File: src/rtl/neural_soc_sysid_pkg.sv
// Shared definitions for the system-ID boot checker.
// Contents: the FSM state encoding, the sysid slave word addresses, the data
// width, and the word comparison used to qualify the captured words.
package neural_soc_sysid_pkg;

  localparam int   SYSID_DATA_W  = 32;
  localparam logic SYSID_ADDR_ID = 1'b0;
  localparam logic SYSID_ADDR_TS = 1'b1;

  // WT_* states are only reachable when the slave reports data with readdatavalid.
  typedef enum logic [2:0] {
    ST_IDLE  = 3'd0,
    ST_RD_ID = 3'd1,
    ST_WT_ID = 3'd2,
    ST_RD_TS = 3'd3,
    ST_WT_TS = 3'd4,
    ST_CHECK = 3'd5,
    ST_DONE  = 3'd6
  } sysid_state_e;

  // Full-width equality between a captured word and its expected value.
  function automatic logic word_match(input logic [SYSID_DATA_W-1:0] got,
                                      input logic [SYSID_DATA_W-1:0] expected);
    return (got == expected);
  endfunction

endpackage

File: src/rtl/neural_soc_sysid_reader_if.sv
// Avalon-MM read-only bus between the boot checker (master) and the
// system-ID slave.
// Signals: avm_address (word select), avm_read (read strobe),
// avm_waitrequest (slave stall), avm_readdata (32-bit data),
// avm_readdatavalid (data strobe for pipelined slaves).
interface neural_soc_sysid_reader_if;
  import neural_soc_sysid_pkg::*;

  logic                    avm_address;
  logic                    avm_read;
  logic                    avm_waitrequest;
  logic [SYSID_DATA_W-1:0] avm_readdata;
  logic                    avm_readdatavalid;

  modport master (
    output avm_address, avm_read,
    input  avm_waitrequest, avm_readdata, avm_readdatavalid
  );

  modport slave (
    input  avm_address, avm_read,
    output avm_waitrequest, avm_readdata, avm_readdatavalid
  );

endinterface

File: src/rtl/neural_soc_sysid_timeout_ctr.sv
// Per-read watchdog for the system-ID checker.
// Ports: clock, reset (sync, active high), clear (restart count, wins over
// enable), enable (count this cycle), expired (count has reached
// TIMEOUT_CYCLES while enabled).
module neural_soc_sysid_timeout_ctr #(
  parameter int unsigned TIMEOUT_CYCLES = 255
) (
  input  logic clock,
  input  logic reset,
  input  logic clear,
  input  logic enable,
  output logic expired
);

  logic [15:0] count_q;
  logic [15:0] count_d;

  // Next count: clear has priority; saturate so a huge stall cannot wrap.
  always_comb begin
    count_d = count_q;
    if (clear) begin
      count_d = 16'd0;
    end else if (enable && (count_q != 16'hFFFF)) begin
      count_d = count_q + 16'd1;
    end else begin
      count_d = count_q;
    end
  end

  // Count register.
  always_ff @(posedge clock) begin
    if (reset) begin
      count_q <= 16'd0;
    end else begin
      count_q <= count_d;
    end
  end

  assign expired = enable && ({16'd0, count_q} >= TIMEOUT_CYCLES);

endmodule

File: src/rtl/neural_soc_sysid_reader.sv
// Boot-time system-ID checker: reads word 0 (ID) and word 1 (build timestamp)
// from the sysid slave and compares them with the expected build.
// Ports: clock, reset (sync, active high), start (sampled in IDLE/DONE),
// avm (Avalon-MM master), busy, done (1-cycle pulse), id_value,
// timestamp_value (captured words), id_match, ts_match, timeout_err.
module neural_soc_sysid_reader
  import neural_soc_sysid_pkg::*;
#(
  parameter logic [31:0] EXPECTED_ID        = 32'h0000_0000,
  parameter logic [31:0] EXPECTED_TIMESTAMP = 32'd1480283514,
  parameter int unsigned TIMEOUT_CYCLES     = 255,
  parameter bit          USE_READDATAVALID  = 1'b0
) (
  input  logic                      clock,
  input  logic                      reset,
  input  logic                      start,
  neural_soc_sysid_reader_if.master avm,
  output logic                      busy,
  output logic                      done,
  output logic [SYSID_DATA_W-1:0]   id_value,
  output logic [SYSID_DATA_W-1:0]   timestamp_value,
  output logic                      id_match,
  output logic                      ts_match,
  output logic                      timeout_err
);

  sysid_state_e            state_q, state_d;
  logic                    read_q, read_d;
  logic                    addr_q, addr_d;
  logic                    busy_q, busy_d;
  logic                    done_q, done_d;
  logic [SYSID_DATA_W-1:0] id_value_q, id_value_d;
  logic [SYSID_DATA_W-1:0] ts_value_q, ts_value_d;
  logic                    id_match_q, id_match_d;
  logic                    ts_match_q, ts_match_d;
  logic                    timeout_err_q, timeout_err_d;

  logic accept_s;
  logic capture_s;
  logic abort_s;
  logic ts_phase_s;
  logic ctr_clear_s;
  logic ctr_en_s;
  logic expired_s;

  neural_soc_sysid_timeout_ctr #(
    .TIMEOUT_CYCLES(TIMEOUT_CYCLES)
  ) u_timeout_ctr (
    .clock  (clock),
    .reset  (reset),
    .clear  (ctr_clear_s),
    .enable (ctr_en_s),
    .expired(expired_s)
  );

  assign accept_s   = read_q && !avm.avm_waitrequest;
  assign ts_phase_s = (state_q == ST_RD_TS) || (state_q == ST_WT_TS);

  // Next-state and output computation. Each RD state spends its first cycle
  // with avm_read low, which provides the required gap between the two reads.
  always_comb begin
    state_d       = state_q;
    read_d        = read_q;
    addr_d        = addr_q;
    busy_d        = busy_q;
    done_d        = 1'b0;
    id_value_d    = id_value_q;
    ts_value_d    = ts_value_q;
    id_match_d    = id_match_q;
    ts_match_d    = ts_match_q;
    timeout_err_d = timeout_err_q;
    ctr_clear_s   = 1'b0;
    ctr_en_s      = 1'b0;
    capture_s     = 1'b0;
    abort_s       = 1'b0;

    case (state_q)
      ST_IDLE, ST_DONE: begin
        if (start) begin
          state_d       = ST_RD_ID;
          addr_d        = SYSID_ADDR_ID;
          busy_d        = 1'b1;
          id_value_d    = '0;
          ts_value_d    = '0;
          id_match_d    = 1'b0;
          ts_match_d    = 1'b0;
          timeout_err_d = 1'b0;
          ctr_clear_s   = 1'b1;
        end else begin
          state_d = state_q;
        end
      end
      ST_RD_ID, ST_RD_TS: begin
        ctr_en_s = 1'b1;
        if (accept_s) begin
          read_d = 1'b0;
          // A readdatavalid coinciding with the accept cycle is taken directly.
          if (!USE_READDATAVALID || avm.avm_readdatavalid) begin
            capture_s = 1'b1;
          end else begin
            state_d = (state_q == ST_RD_ID) ? ST_WT_ID : ST_WT_TS;
          end
        end else if (expired_s) begin
          abort_s = 1'b1;
        end else begin
          // Hold the strobe (and address) steady until the slave accepts.
          read_d = 1'b1;
        end
      end
      ST_WT_ID, ST_WT_TS: begin
        ctr_en_s = 1'b1;
        if (avm.avm_readdatavalid) begin
          capture_s = 1'b1;
        end else if (expired_s) begin
          abort_s = 1'b1;
        end else begin
          state_d = state_q;
        end
      end
      ST_CHECK: begin
        id_match_d = word_match(id_value_q, EXPECTED_ID);
        ts_match_d = word_match(ts_value_q, EXPECTED_TIMESTAMP);
        state_d    = ST_DONE;
        done_d     = 1'b1;
        busy_d     = 1'b0;
      end
      default: begin
        state_d = ST_IDLE;
        read_d  = 1'b0;
        busy_d  = 1'b0;
      end
    endcase

    if (capture_s) begin
      if (ts_phase_s) begin
        ts_value_d = avm.avm_readdata;
        state_d    = ST_CHECK;
      end else begin
        id_value_d  = avm.avm_readdata;
        state_d     = ST_RD_TS;
        addr_d      = SYSID_ADDR_TS;
        ctr_clear_s = 1'b1;
      end
    end else if (abort_s) begin
      // Abandon the check; any data arriving later is ignored in DONE.
      read_d        = 1'b0;
      timeout_err_d = 1'b1;
      id_match_d    = 1'b0;
      ts_match_d    = 1'b0;
      busy_d        = 1'b0;
      done_d        = 1'b1;
      state_d       = ST_DONE;
    end else begin
      done_d = done_d;
    end
  end

  // State, bus strobe, captures and result flags.
  always_ff @(posedge clock) begin
    if (reset) begin
      state_q       <= ST_IDLE;
      read_q        <= 1'b0;
      addr_q        <= SYSID_ADDR_ID;
      busy_q        <= 1'b0;
      done_q        <= 1'b0;
      id_value_q    <= '0;
      ts_value_q    <= '0;
      id_match_q    <= 1'b0;
      ts_match_q    <= 1'b0;
      timeout_err_q <= 1'b0;
    end else begin
      state_q       <= state_d;
      read_q        <= read_d;
      addr_q        <= addr_d;
      busy_q        <= busy_d;
      done_q        <= done_d;
      id_value_q    <= id_value_d;
      ts_value_q    <= ts_value_d;
      id_match_q    <= id_match_d;
      ts_match_q    <= ts_match_d;
      timeout_err_q <= timeout_err_d;
    end
  end

  assign avm.avm_read    = read_q;
  assign avm.avm_address = addr_q;
  assign busy            = busy_q;
  assign done            = done_q;
  assign id_value        = id_value_q;
  assign timestamp_value = ts_value_q;
  assign id_match        = id_match_q;
  assign ts_match        = ts_match_q;
  assign timeout_err     = timeout_err_q;

endmodule
File: src/flat_wrapper.sv
// flat-port wrapper written by rule: the top's interface ports become plain ports
module neural_soc_sysid_reader_flat import neural_soc_sysid_pkg::*;
#(
  parameter logic [31:0] EXPECTED_ID        = 32'h0000_0000,
  parameter logic [31:0] EXPECTED_TIMESTAMP = 32'd1480283514,
  parameter int unsigned TIMEOUT_CYCLES     = 255,
  parameter bit          USE_READDATAVALID  = 1'b0
)
  (clock, reset, start, busy, done, id_value, timestamp_value, id_match, ts_match, timeout_err, avm_avm_address, avm_avm_read, avm_avm_waitrequest, avm_avm_readdata, avm_avm_readdatavalid);
  neural_soc_sysid_reader_if avm_i ();
  input  logic clock;
  input  logic reset;
  input  logic start;
  output logic busy;
  output logic done;
  output logic [SYSID_DATA_W-1:0] id_value;
  output logic [SYSID_DATA_W-1:0] timestamp_value;
  output logic id_match;
  output logic ts_match;
  output logic timeout_err;
  output wire logic [$bits(avm_i.avm_address)-1:0] avm_avm_address;
  output wire logic [$bits(avm_i.avm_read)-1:0] avm_avm_read;
  input wire logic [$bits(avm_i.avm_waitrequest)-1:0] avm_avm_waitrequest;
  input wire logic [$bits(avm_i.avm_readdata)-1:0] avm_avm_readdata;
  input wire logic [$bits(avm_i.avm_readdatavalid)-1:0] avm_avm_readdatavalid;
  assign avm_avm_address = avm_i.avm_address;
  assign avm_avm_read = avm_i.avm_read;
  assign avm_i.avm_waitrequest = avm_avm_waitrequest;
  assign avm_i.avm_readdata = avm_avm_readdata;
  assign avm_i.avm_readdatavalid = avm_avm_readdatavalid;
  neural_soc_sysid_reader #(.EXPECTED_ID(EXPECTED_ID), .EXPECTED_TIMESTAMP(EXPECTED_TIMESTAMP), .TIMEOUT_CYCLES(TIMEOUT_CYCLES), .USE_READDATAVALID(USE_READDATAVALID)) u_core (.clock(clock), .reset(reset), .start(start), .avm(avm_i), .busy(busy), .done(done), .id_value(id_value), .timestamp_value(timestamp_value), .id_match(id_match), .ts_match(ts_match), .timeout_err(timeout_err));
endmodule
File: config.mk
export PLATFORM = sky130hd
export DESIGN_NAME = neural_soc_sysid_reader_flat
export DESIGN_NICKNAME = d
export VERILOG_FILES = /design/src/rtl/neural_soc_sysid_pkg.sv /design/src/rtl/neural_soc_sysid_reader_if.sv /design/src/rtl/neural_soc_sysid_timeout_ctr.sv /design/src/rtl/neural_soc_sysid_reader.sv /design/src/flat_wrapper.sv
export SDC_FILE = /design/constraint.sdc
export NUM_CORES = 1
export LEC_CHECK = 0
export ABC_AREA = 1
export ABC_CLOCK_PERIOD_IN_PS = 5000
export CORE_MARGIN = 2
export CORE_UTILIZATION = 50
export CTS_CLUSTER_DIAMETER = 150
export CTS_CLUSTER_SIZE = 12
export DETAILED_ROUTE_END_ITERATION = 10
export HOLD_SLACK_MARGIN = 0.05
export MAX_ROUTING_LAYER = met4
export PLACE_DENSITY = 0.82
export SYNTH_ARGS = -nofsm -noshare
export SYNTH_HDL_FRONTEND = slang
export SYNTH_SLANG_ARGS = --single-unit
File: constraint.sdc
create_clock -name clock -period 5 [get_ports clock]
set_input_delay 1 -clock clock [delete_from_list [all_inputs] [get_ports clock]]
set_output_delay 1 -clock clock [all_outputs]
set_load 0.005 [all_outputs]
==> flow_metrics.env, run 1 <==
export IMPL_timing_slew_headroom_pct=24.3
export IMPL_wire_per_inst_um=14.8
export IMPL_die_area_um2=8830
export IMPL_p_per_cell_area_nw_per_um2=421
export IMPL_ir_worst_vdd_v=0.000195
export IMPL_area_growth_pct=30.8
export IMPL_dieHeight_um=93.9
export IMPL_timing_worst_setup_path_type="input pin to flip-flop"
export IMPL_detail_route_antenna_nets=0
export IMPL_cts_repair_timing_setup_buffer_count=0
export IMPL_post_route_period_util_pct=54.2
export IMPL_timing_final_hold_violations=0
export IMPL_tightestPinTransition_ps=1140
export IMPL_r2r_cells=7
export IMPL_cp_end_kind="flip-flop"
export IMPL_grt_pass1_wl_um=17500
export IMPL_stdcell_area_um2=5290
export IMPL_final_max_slew_viol_count=0
export IMPL_maximum_number_of_pins_on_one_net_before_global_route_repair=69
export IMPL_post_route_worst_setup_slack_ps=2290
export IMPL_final_hold_worst_slack_ps=480
export IMPL_clockBufferDepth=2
export IMPL_first_global_vias=3711
export IMPL_worst_setup_path_startpoint="start"
export IMPL_fillCellCount=666
export IMPL_postSynthAreaPerCell_um2=7.52
export IMPL_synth_largest_area_cell="sky130_fd_sc_hd__dfxtp_1"
export IMPL_routed_via_count=4004
export IMPL_cts_made_buffers=9
export IMPL_post_synth_instance_area_um2=4050
export IMPL_globalRoute_totalOverflow=0
export IMPL_flip_flop_and_latch_count_after_synthesis=90
export IMPL_yosys_cell_types_count=35
export IMPL_setup_tns_final_ps=0
export IMPL_tritoncts_clock_tree="built"
export IMPL_placement_io_buffers=107
export IMPL_clk_root_buffer_cell="sky130_fd_sc_hd__clkbuf_8"
export IMPL_die_w_um=93.9
export IMPL_cts_repair_resized=0
export IMPL_htree_levels=3
export IMPL_outcome="completed"
export IMPL_finalWeightedCongestion=0.873
export IMPL_path_depth=6
export IMPL_final_seq_area_um2=1800
export IMPL_critPathSlowestCell="sky130_fd_sc_hd__inv_2"
export IMPL_timing_critical_path_required_ps=5290
export IMPL_route_detailed_drc=0
export IMPL_hold_path_cell_count=2
export IMPL_unrepaired_setup_endpoints_after_global_routing="no"
export IMPL_synth_top_cell_area_share_pct=44.5
export IMPL_totalWireLength_um=10900
export IMPL_worstPathCellList="clkdlybuf4s50_1, inv_1, nor3_4, inv_2, nand3_4, a21oi_1"
export IMPL_cpPeakStageDelay_ps=810
export IMPL_max_freq_mhz=369
export IMPL_dpl_instance_area_um2=5090
export IMPL_syn_inst=538
export IMPL_sequential_element_share_of_the_synthesized_area_pct=44.5
export IMPL_first_pass_iters=5
export IMPL_avgViaCountPerCell=5.44
export IMPL_worst_hold_path_type="flip-flop to flip-flop"
export IMPL_worst_setup_path_start_kind="input pin"
export IMPL_postSynthNetCount=576
export IMPL_setup_viol_count_final=0
export IMPL_cp_arrival_ps=3000
export IMPL_finish_utilization_pct=68.1
export IMPL_hpwl_um=7670
export IMPL_synth_warnings=0
export IMPL_diodes=0
export IMPL_clock_skew_final_ps=10.6
export IMPL_critical_path_top_delay_family="buffers and inverters"
export IMPL_detailedPlace_worstSlack_ps=1930
export IMPL_multi_input_gate_area_in_the_final_layout_um2=1970
export IMPL_detail_route_iter0_violations=279
export IMPL_maxcap_violations=0
export IMPL_worst_hold_startpoint="u_core.id_value[23]"
export IMPL_cp_max_fo=68
export IMPL_drive_gt1_share_pct=7.57
export IMPL_initial_core_util_pct=52.1
export IMPL_timing_final_crit_period_ps=2710
export IMPL_rr_startpoint="u_core.state_q[1]"
export IMPL_total_core_area_um2=7770
export IMPL_synth_top_cells_by_area="sky130_fd_sc_hd__dfxtp_1, sky130_fd_sc_hd__nand2_1, sky130_fd_sc_hd__nor2_1"
export IMPL_final_net_count=667
export IMPL_layout_cells_most_common_list="sky130_fd_sc_hd__nand2_1, sky130_fd_sc_hd__clkdlybuf4s50_1, sky130_fd_sc_hd__dfxtp_1"
export IMPL_ios=108
export IMPL_critical_path_n_buffers_inverters=3
export IMPL_grt_antenna_before_repair=0
export IMPL_cts_num_sinks=90
export IMPL_gr_usage_all_layers_pct=25.6
export IMPL_clk_pin_slew_worst_paths_ps=90
export IMPL_clock_insertion_delay_worst_skew_ps=360
export IMPL_cts_hold_buf=0
export IMPL_power_static_leakage_nw=1.92
export IMPL_core_rowCount=32
export IMPL_most_common_library_cell_in_the_layout_ignoring_fill_and_taps="sky130_fd_sc_hd__nand2_1"
-- where the power goes --
part           total [W]  switching [W]  leakage [nW]  internal, W
Clock           0.000499       0.000254        0.0966     0.000245
Combinational   0.000844       0.000529          1.09     0.000315
Sequential      0.000886      0.0000814         0.728     0.000805
-- Yosys cell counts (all sizes together) --
cell,instances
xnor2,3
o21ai,59
xor2,6
nor3b,1
ha,1
nand2,127
nand3,37
nand3b,3
a21oi,40
buf,20
nor4,4
clkbuf,8
clkinv,1
nor2,67
dfxtp,90
inv,28
o22ai,14
nand4,22
nor3,7
-- metrics by stage --
step | instances | power [W]
after floorplan | 538 | 0.00149
final | 736 | 0.00223
after global placement | 720 | 0.00172
after CTS | 736 | 0.00223
after detailed placement | 720 | 0.00174
after global routing | 736 | 0.00235
-- routing by layer --
metal / track usage [%] / up-vias / part of all wire, %
met5: - / - / 0
met4: 10.5 / 0 / 2.5
met3: 4.98 / 23 / 6.4
met2: 41.1 / 133 / 48
met1: 31.7 / 1856 / 43
li1: - / 1992 / -
-- sequential cells by signal, summed over array words and instances (netlist names) --
name / count
u_core.avm.avm_address: 1
u_core.avm.avm_read: 1
u_core.busy: 1
u_core.done: 1
u_core.id_match: 1
u_core.id_value: 32
u_core.state_q: 3
u_core.timeout_err: 1
u_core.timestamp_value: 32
u_core.ts_match: 1
u_core.u_timeout_ctr.count_q: 16
-- cells by family (layout without fill, tap and decap cells) --
logic type / after synthesis / in the layout / synth area share, %
xor+xnor: 9 / 9 / 1.95
simple gates: 268 / 268 / 30.7
flops: 90 / 90 / 44.5
compound gates: 113 / 113 / 15.8
buf+inv: 57 / 153 / 6.65
fa+ha+maj: 1 / 1 / 0.309
-- layout make-up --
cell class              count  area share (%)
multi-input cells         391            37.3
clock buffers              12            2.74
inverters                  29            2.11
well taps                 102            2.41
flip-flops and latches     90            34.1
repair buffers            108            20.4
clock inverters             4           0.970
-- worst register-to-register path: cells and delay by family, from the launching register on --
kind,cells,cell delay [ps]
buffers and inverters,2,980
and+or+nand+nor,4,700
DFF,1,330
AOI/OAI and AO/OA,1,230
-- path summary, 6_finish.rpt --
check                               endpoint  slack, ps
max reg2reg  u_core.u_timeout_ctr.count_q[3]       2690
min                      u_core.id_value[23]        480
min reg2reg              u_core.id_value[23]        480
max          u_core.u_timeout_ctr.count_q[3]       2290
Power figures use the tool's default switching activity.
==> inputs of run 2 (changes only) <==
--- a/config.mk
+++ b/config.mk
@@ -6,15 +6,15 @@
 export NUM_CORES = 1
 export LEC_CHECK = 0
 export ABC_AREA = 1
-export ABC_CLOCK_PERIOD_IN_PS = 5000
+export ABC_CLOCK_PERIOD_IN_PS = 2200
 export CORE_MARGIN = 2
-export CORE_UTILIZATION = 50
+export CORE_UTILIZATION = 44
 export CTS_CLUSTER_DIAMETER = 150
 export CTS_CLUSTER_SIZE = 12
 export DETAILED_ROUTE_END_ITERATION = 10
 export HOLD_SLACK_MARGIN = 0.05
 export MAX_ROUTING_LAYER = met4
-export PLACE_DENSITY = 0.82
+export PLACE_DENSITY = 0.77
 export SYNTH_ARGS = -nofsm -noshare
 export SYNTH_HDL_FRONTEND = slang
 export SYNTH_SLANG_ARGS = --single-unit
==> constraint.sdc (replaced) <==
create_clock -name clock -period 2.2 [get_ports clock]
set_input_delay 0.44 -clock clock [delete_from_list [all_inputs] [get_ports clock]]
set_output_delay 0.44 -clock clock [all_outputs]
set_load 0.005 [all_outputs]
==> run 2 against run 1 <==
  * Core utilization is 7.1 points lower
  * Clock skew is 4.1 ps higher
  * Hold slack worse by 9.7 ps
  * Design area is 1.5% higher
  * Routed wire length is 4.4% higher
  * Critical path type is now flip-flop to flip-flop
  * Largest power group is now combinational cells
  * Highest routed layer unchanged
==> flow_metrics.env, run 2 (synthesis gave the netlist of run 1 again) <==
export IMPL_critical_path_n_buffers_inverters=1
export IMPL_cts_hold_buf=0
export IMPL_power_static_leakage_nw=1.96
export IMPL_finalWeightedCongestion=0.910
export IMPL_power_internal_w=0.00309
export IMPL_critical_path_top_delay_family="simple AND/OR/NAND/NOR gates"
export IMPL_reg_to_reg_end="u_core.u_timeout_ctr.count_q[6]"
export IMPL_cp_arrival_ps=2200
export IMPL_path_depth=9
export IMPL_dieHeight_um=99.9
export IMPL_detail_route_iter0_violations=201
export IMPL_timing_slew_headroom_pct=73.3
export IMPL_first_global_vias=3890
export IMPL_route_detailed_drc=0
export IMPL_worstSetupEndpoint="u_core.u_timeout_ctr.count_q[6]"
export IMPL_drive_gt1_share_pct=8.75
export IMPL_power_share_combinational_pct=39.0
export IMPL_final_max_slew_viol_count=0
export IMPL_net_switching_power_w=0.00210
export IMPL_timing_worst_setup_path_type="flip-flop to flip-flop"
export IMPL_globalRoute_totalOverflow=0
export IMPL_ir_worst_vdd_v=0.000443
export IMPL_die_area_um2=9980
export IMPL_cts_repair_resized=0
export IMPL_non_filler_instances=748
export IMPL_first_pass_iters=5
export IMPL_layout_cells_most_common_list="sky130_fd_sc_hd__nand2_1, sky130_fd_sc_hd__clkdlybuf4s50_1, sky130_fd_sc_hd__dfxtp_1"
export IMPL_cp_end_kind="flip-flop"
export IMPL_totalWireLength_um=11400
export IMPL_htree_levels=3
export IMPL_r2r_cells=9
export IMPL_diodes=0
export IMPL_tritoncts_clock_tree="built"
export IMPL_dpl_instance_area_um2=5170
export IMPL_clockBufferDepth=2
export IMPL_grt_antenna_before_repair=0
export IMPL_stdcell_area_um2=5370
export IMPL_tightestPinTransition_ps=397
export IMPL_area_growth_pct=32.8
export IMPL_final_net_count=673
export IMPL_timing_final_crit_period_ps=1910
export IMPL_netSwitchingFraction_pct=40.4
export IMPL_gr_usage_all_layers_pct=23.6
export IMPL_setup_viol_count_final=0
export IMPL_clock_skew_final_ps=14.6
export IMPL_post_route_period_util_pct=86.7
export IMPL_most_common_library_cell_in_the_layout_ignoring_fill_and_taps="sky130_fd_sc_hd__nand2_1"
export IMPL_max_freq_mhz=524
export IMPL_wire_per_inst_um=15.2
export IMPL_placement_io_buffers=107
export IMPL_clk_pin_slew_worst_paths_ps=110
export IMPL_setup_tns_final_ps=0
export IMPL_worst_hold_startpoint="u_core.avm.avm_address"
export IMPL_ios=108
export IMPL_maximum_number_of_pins_on_one_net_before_global_route_repair=66
export IMPL_cts_repair_timing_setup_buffer_count=0
export IMPL_worstPathCellList="ha_1, inv_1, nor2_2, nand2_2, nor2_4, nand2_4, o21ai_4, nand2_1, a21oi_2"
export IMPL_worst_setup_path_startpoint="u_core.u_timeout_ctr.count_q[0]"
export IMPL_hpwl_um=8090
export IMPL_clkPwrFrac_pct=22.2
export IMPL_core_rowCount=34
export IMPL_seqPwrFrac_pct=38.9
export IMPL_worst_setup_path_start_kind="flip-flop"
export IMPL_routed_via_count=3962
export IMPL_p_per_cell_area_nw_per_um2=965
export IMPL_initial_core_util_pct=45.9
export IMPL_timing_final_hold_violations=0
export IMPL_timing_critical_path_required_ps=2490
export IMPL_cts_made_buffers=9
export IMPL_r2r_setup_slack_ps=290
export IMPL_rr_startpoint="u_core.u_timeout_ctr.count_q[0]"
export IMPL_grt_pass1_wl_um=18600
export IMPL_total_core_area_um2=8810
export IMPL_cp_max_fo=15
export IMPL_maxcap_violations=0
export IMPL_clock_insertion_delay_worst_skew_ps=360
export IMPL_clk_root_buffer_cell="sky130_fd_sc_hd__clkbuf_8"
export IMPL_critPathSlowestCell="sky130_fd_sc_hd__dfxtp_1"
export IMPL_cts_num_sinks=90
export IMPL_numPlacedInstances=732
export IMPL_avgViaCountPerCell=5.30
export IMPL_outcome="completed"
export IMPL_worst_hold_path_type="flip-flop to flip-flop"
export IMPL_unrepaired_setup_endpoints_after_global_routing="no"
export IMPL_detail_route_antenna_nets=0
export IMPL_die_w_um=99.9
export IMPL_cpPeakStageDelay_ps=410
export IMPL_power_w=0.00518
## run 2: changes by cell type in the layout (fill, tap and decap cells not counted), sizes merged
cell | before | now
inv | 28 | 34
buf | 1 | 7
clkinvlp | 1 | 0
clkbuf | 12 | 10
clkinv | 3 | 1
bufinv | 1 | 0
## run 2: worst min path at each step
stage	slack (ps)	to	cells after the start
6_report	470	u_core.avm.avm_address	2
4_1_cts	470	u_core.avm.avm_address	2
3_5_place_dp	460	u_core.avm.avm_address	2
3_3_place_gp	450	u_core.avm.avm_address	2
2_1_floorplan	450	u_core.avm.avm_address	2
5_1_grt	500	u_core.timeout_err	2
## run 2: per-layer routing
metal	routed length (µm)	track usage, %
met3	719	7.24
met2	5780	39.7
met5	0	-
met4	97	5.90
met1	4790	27.8
## run 2: layout make-up
type | instances | area (µm²)
fill | 784 | 3430
multi-input combinational | 391 | 1970
tap | 108 | 135
inverter | 29 | 111
timing repair buffer | 114 | 1150
clock buffer | 10 | 138
sequential | 90 | 1800
clock inverter | 6 | 62.6
## run 2: worst reg2reg max path, stage by stage (launching register included)
cell and delay [ps]:
sky130_fd_sc_hd__dfxtp_1 410, sky130_fd_sc_hd__ha_1 210, sky130_fd_sc_hd__inv_1 80, sky130_fd_sc_hd__nor2_2 170, sky130_fd_sc_hd__nand2_2 120, sky130_fd_sc_hd__nor2_4 150, sky130_fd_sc_hd__nand2_4 80, sky130_fd_sc_hd__o21ai_4 340
sky130_fd_sc_hd__nand2_1 140, sky130_fd_sc_hd__a21oi_2 160
## run 2: per-stage QoR
stage | utilization, % | hold slack (ps) | setup WS (ps)
2_1_floorplan | - | 450 | 554
3_3_place_gp | 58.7 | 447 | 236
3_5_place_dp | 58.7 | 459 | 191
4_1_cts | 61.0 | 473 | 249
5_1_grt | 61.0 | 504 | 90.0
6_report | 61.0 | 470 | 292
## run 2: power by group through the flow
stage | sequential [W] | clock [W] | combinational (W)
2_1_floorplan | 0.00202 | 0 | 0.00135
4_1_cts | 0.00201 | 0.00118 | 0.00203
3_3_place_gp | 0.00204 | 0 | 0.00198
6_report | 0.00201 | 0.00115 | 0.00202
5_1_grt | 0.00204 | 0.00124 | 0.00223
3_5_place_dp | 0.00204 | 0 | 0.00202
==> inputs of run 3 (changes only) <==
--- a/config.mk
+++ b/config.mk
@@ -15,6 +15,7 @@
 export HOLD_SLACK_MARGIN = 0.05
 export MAX_ROUTING_LAYER = met4
 export PLACE_DENSITY = 0.77
+export REMOVE_ABC_BUFFERS = 1
 export SYNTH_ARGS = -nofsm -noshare
 export SYNTH_HDL_FRONTEND = slang
 export SYNTH_SLANG_ARGS = --single-unit
==> run 3 against run 2 <==
  * Register-to-register slack improved by 50 ps
  * Sequential power about the same
  * Fmax rose by 2.7%
  * First-iteration DRC count decreased by 14%
  * Sequential share of layout area shrank 0.12 points
  * Combinational power is 2% lower
  * Clock skew down 7.2 ps
  * Critical path type unchanged
  * Largest cell class unchanged
==> flow_metrics.env, run 3 (synthesis gave the netlist of run 1 again) <==
export IMPL_r2r_cells=9
export IMPL_reg_to_reg_end="u_core.u_timeout_ctr.count_q[9]"
export IMPL_ios=108
export IMPL_timing_critical_path_required_ps=2490
export IMPL_cp_end_kind="flip-flop"
export IMPL_post_route_worst_setup_slack_ps=342
export IMPL_cts_repair_timing_setup_buffer_count=0
export IMPL_cts_made_buffers=9
export IMPL_final_max_slew_viol_count=0
export IMPL_detail_route_antenna_nets=0
export IMPL_first_global_vias=3743
export IMPL_timing_slew_headroom_pct=69.4
export IMPL_die_area_um2=9980
export IMPL_cts_repair_resized=0
export IMPL_timing_final_hold_violations=0
export IMPL_clk_pin_slew_worst_paths_ps=80
export IMPL_max_freq_mhz=538
export IMPL_cts_hold_buf=0
export IMPL_setup_viol_count_final=0
export IMPL_area_growth_pct=33.3
export IMPL_finalWeightedCongestion=0.838
export IMPL_final_hold_worst_slack_ps=468
export IMPL_hold_path_cell_count=2
export IMPL_clockBufferDepth=2
export IMPL_avgViaCountPerCell=5.36
export IMPL_non_filler_instances=748
export IMPL_maxcap_violations=0
export IMPL_cp_max_fo=15
export IMPL_numPlacedInstances=733
export IMPL_wire_per_inst_um=14.7
export IMPL_detail_route_iter0_violations=172
export IMPL_post_route_period_util_pct=84.5
export IMPL_worst_hold_path_type="flip-flop to flip-flop"
export IMPL_grt_antenna_before_repair=0
export IMPL_ir_worst_vdd_v=0.000488
export IMPL_rr_startpoint="u_core.u_timeout_ctr.count_q[0]"
export IMPL_totalWireLength_um=11000
export IMPL_gr_usage_all_layers_pct=22.5
export IMPL_timing_worst_setup_path_type="flip-flop to flip-flop"
export IMPL_most_common_library_cell_in_the_layout_ignoring_fill_and_taps="sky130_fd_sc_hd__nand2_1"
export IMPL_die_w_um=99.9
export IMPL_route_detailed_drc=0
export IMPL_unrepaired_setup_endpoints_after_global_routing="no"
export IMPL_clock_skew_final_ps=7.41
export IMPL_placement_io_buffers=107
export IMPL_maximum_number_of_pins_on_one_net_before_global_route_repair=58
export IMPL_grt_pass1_wl_um=17500
export IMPL_hpwl_um=7860
export IMPL_drive_gt1_share_pct=8.91
export IMPL_diodes=0
export IMPL_detailedPlace_worstSlack_ps=193
export IMPL_total_core_area_um2=8810
export IMPL_cp_arrival_ps=2150
export IMPL_worst_hold_startpoint="u_core.avm.avm_address"
export IMPL_timing_final_crit_period_ps=1860
export IMPL_r2r_setup_slack_ps=340
export IMPL_globalRoute_totalOverflow=0
export IMPL_clock_insertion_delay_worst_skew_ps=360
export IMPL_dieHeight_um=99.9
export IMPL_p_per_cell_area_nw_per_um2=977
export IMPL_fillCellCount=760
export IMPL_htree_levels=3
export IMPL_tightestPinTransition_ps=458
export IMPL_cts_num_sinks=90
export IMPL_initial_core_util_pct=45.9
export IMPL_clk_root_buffer_cell="sky130_fd_sc_hd__clkbuf_8"
export IMPL_layout_cells_most_common_list="sky130_fd_sc_hd__nand2_1, sky130_fd_sc_hd__clkdlybuf4s50_1, sky130_fd_sc_hd__dfxtp_1"
export IMPL_worst_setup_path_start_kind="flip-flop"
export IMPL_first_pass_iters=5
export IMPL_final_net_count=674
export IMPL_power_static_leakage_nw=1.97
export IMPL_tritoncts_clock_tree="built"
export IMPL_core_rowCount=34
export IMPL_outcome="completed"
export IMPL_routed_via_count=4010
export IMPL_whs_endpoint="u_core.avm.avm_address"
run 3: changes by cell type in the layout (fill, tap and decap cells not counted), sizes merged:
| cell | change |
|---|---|
| clkbuf | -1 |
| inv | -3 |
| buf | +1 |
| clkinv | +1 |
| bufinv | +2 |
run 3: area by class of cell:
type	count	area (µm²)	share of cell area, %
timing repair buffer	115	1140	21.2
tap	108	135	2.51
sequential	90	1800	33.4
inverter	29	111	2.07
multi-input combinational	391	1970	36.6
clock inverter	6	100	1.86
clock buffer	9	124	2.30
run 3: through the flow:
step | setup TNS (ps) | power [W] | instance area (µm²) | utilization [%]
4_1_cts | 0 | 0.00529 | 5390 | 61.2
3_5_place_dp | 0 | 0.00402 | 5170 | 58.7
5_1_grt | 0 | 0.00558 | 5390 | 61.2
6_report | 0 | 0.00527 | 5390 | 61.2
3_3_place_gp | 0 | 0.00398 | 5170 | 58.7
2_1_floorplan | -6190 | 0.00319 | 3890 | -
run 3: metal layers:
metal  GRT usage, %  wire (µm)  share of wire (%)
met2           35.3       5130                 47
met1           28.4       4850                 44
met4           6.11        135                1.2
met5              -          0                  0
met3           6.75        882                8.0
run 3: worst max path at each step:
stage / from / to / slack (ps)
4_1_cts: u_core.u_timeout_ctr.count_q[0] / u_core.u_timeout_ctr.count_q[15] / 320
3_5_place_dp: avm_avm_waitrequest / u_core.timestamp_value[22] / 190
5_1_grt: u_core.u_timeout_ctr.count_q[0] / u_core.u_timeout_ctr.count_q[9] / 130
3_3_place_gp: avm_avm_waitrequest / u_core.timestamp_value[16] / 290
6_report: u_core.u_timeout_ctr.count_q[0] / u_core.u_timeout_ctr.count_q[9] / 340
2_1_floorplan: reset / u_core.id_value[12] / -230
run 3: power by group:
| part | leakage, nW | total [W] | internal (W) | switching, W |
|---|---|---|---|---|
| Clock | 0.113 | 0.00127 | 0.000654 | 0.000620 |
| Sequential | 0.728 | 0.00202 | 0.00183 | 0.000190 |
| Combinational | 1.13 | 0.00197 | 0.000766 | 0.00121 |
run 3: critical path: stages, from the launching register on:
cell	delay, ps
sky130_fd_sc_hd__dfxtp_1	400
sky130_fd_sc_hd__ha_1	210
sky130_fd_sc_hd__inv_1	70
sky130_fd_sc_hd__nor2_2	160
sky130_fd_sc_hd__nand2_2	110
sky130_fd_sc_hd__nor2_4	150
sky130_fd_sc_hd__nand2_4	70
sky130_fd_sc_hd__o21ai_4	340
sky130_fd_sc_hd__nand2_1	120
sky130_fd_sc_hd__a21oi_2	150
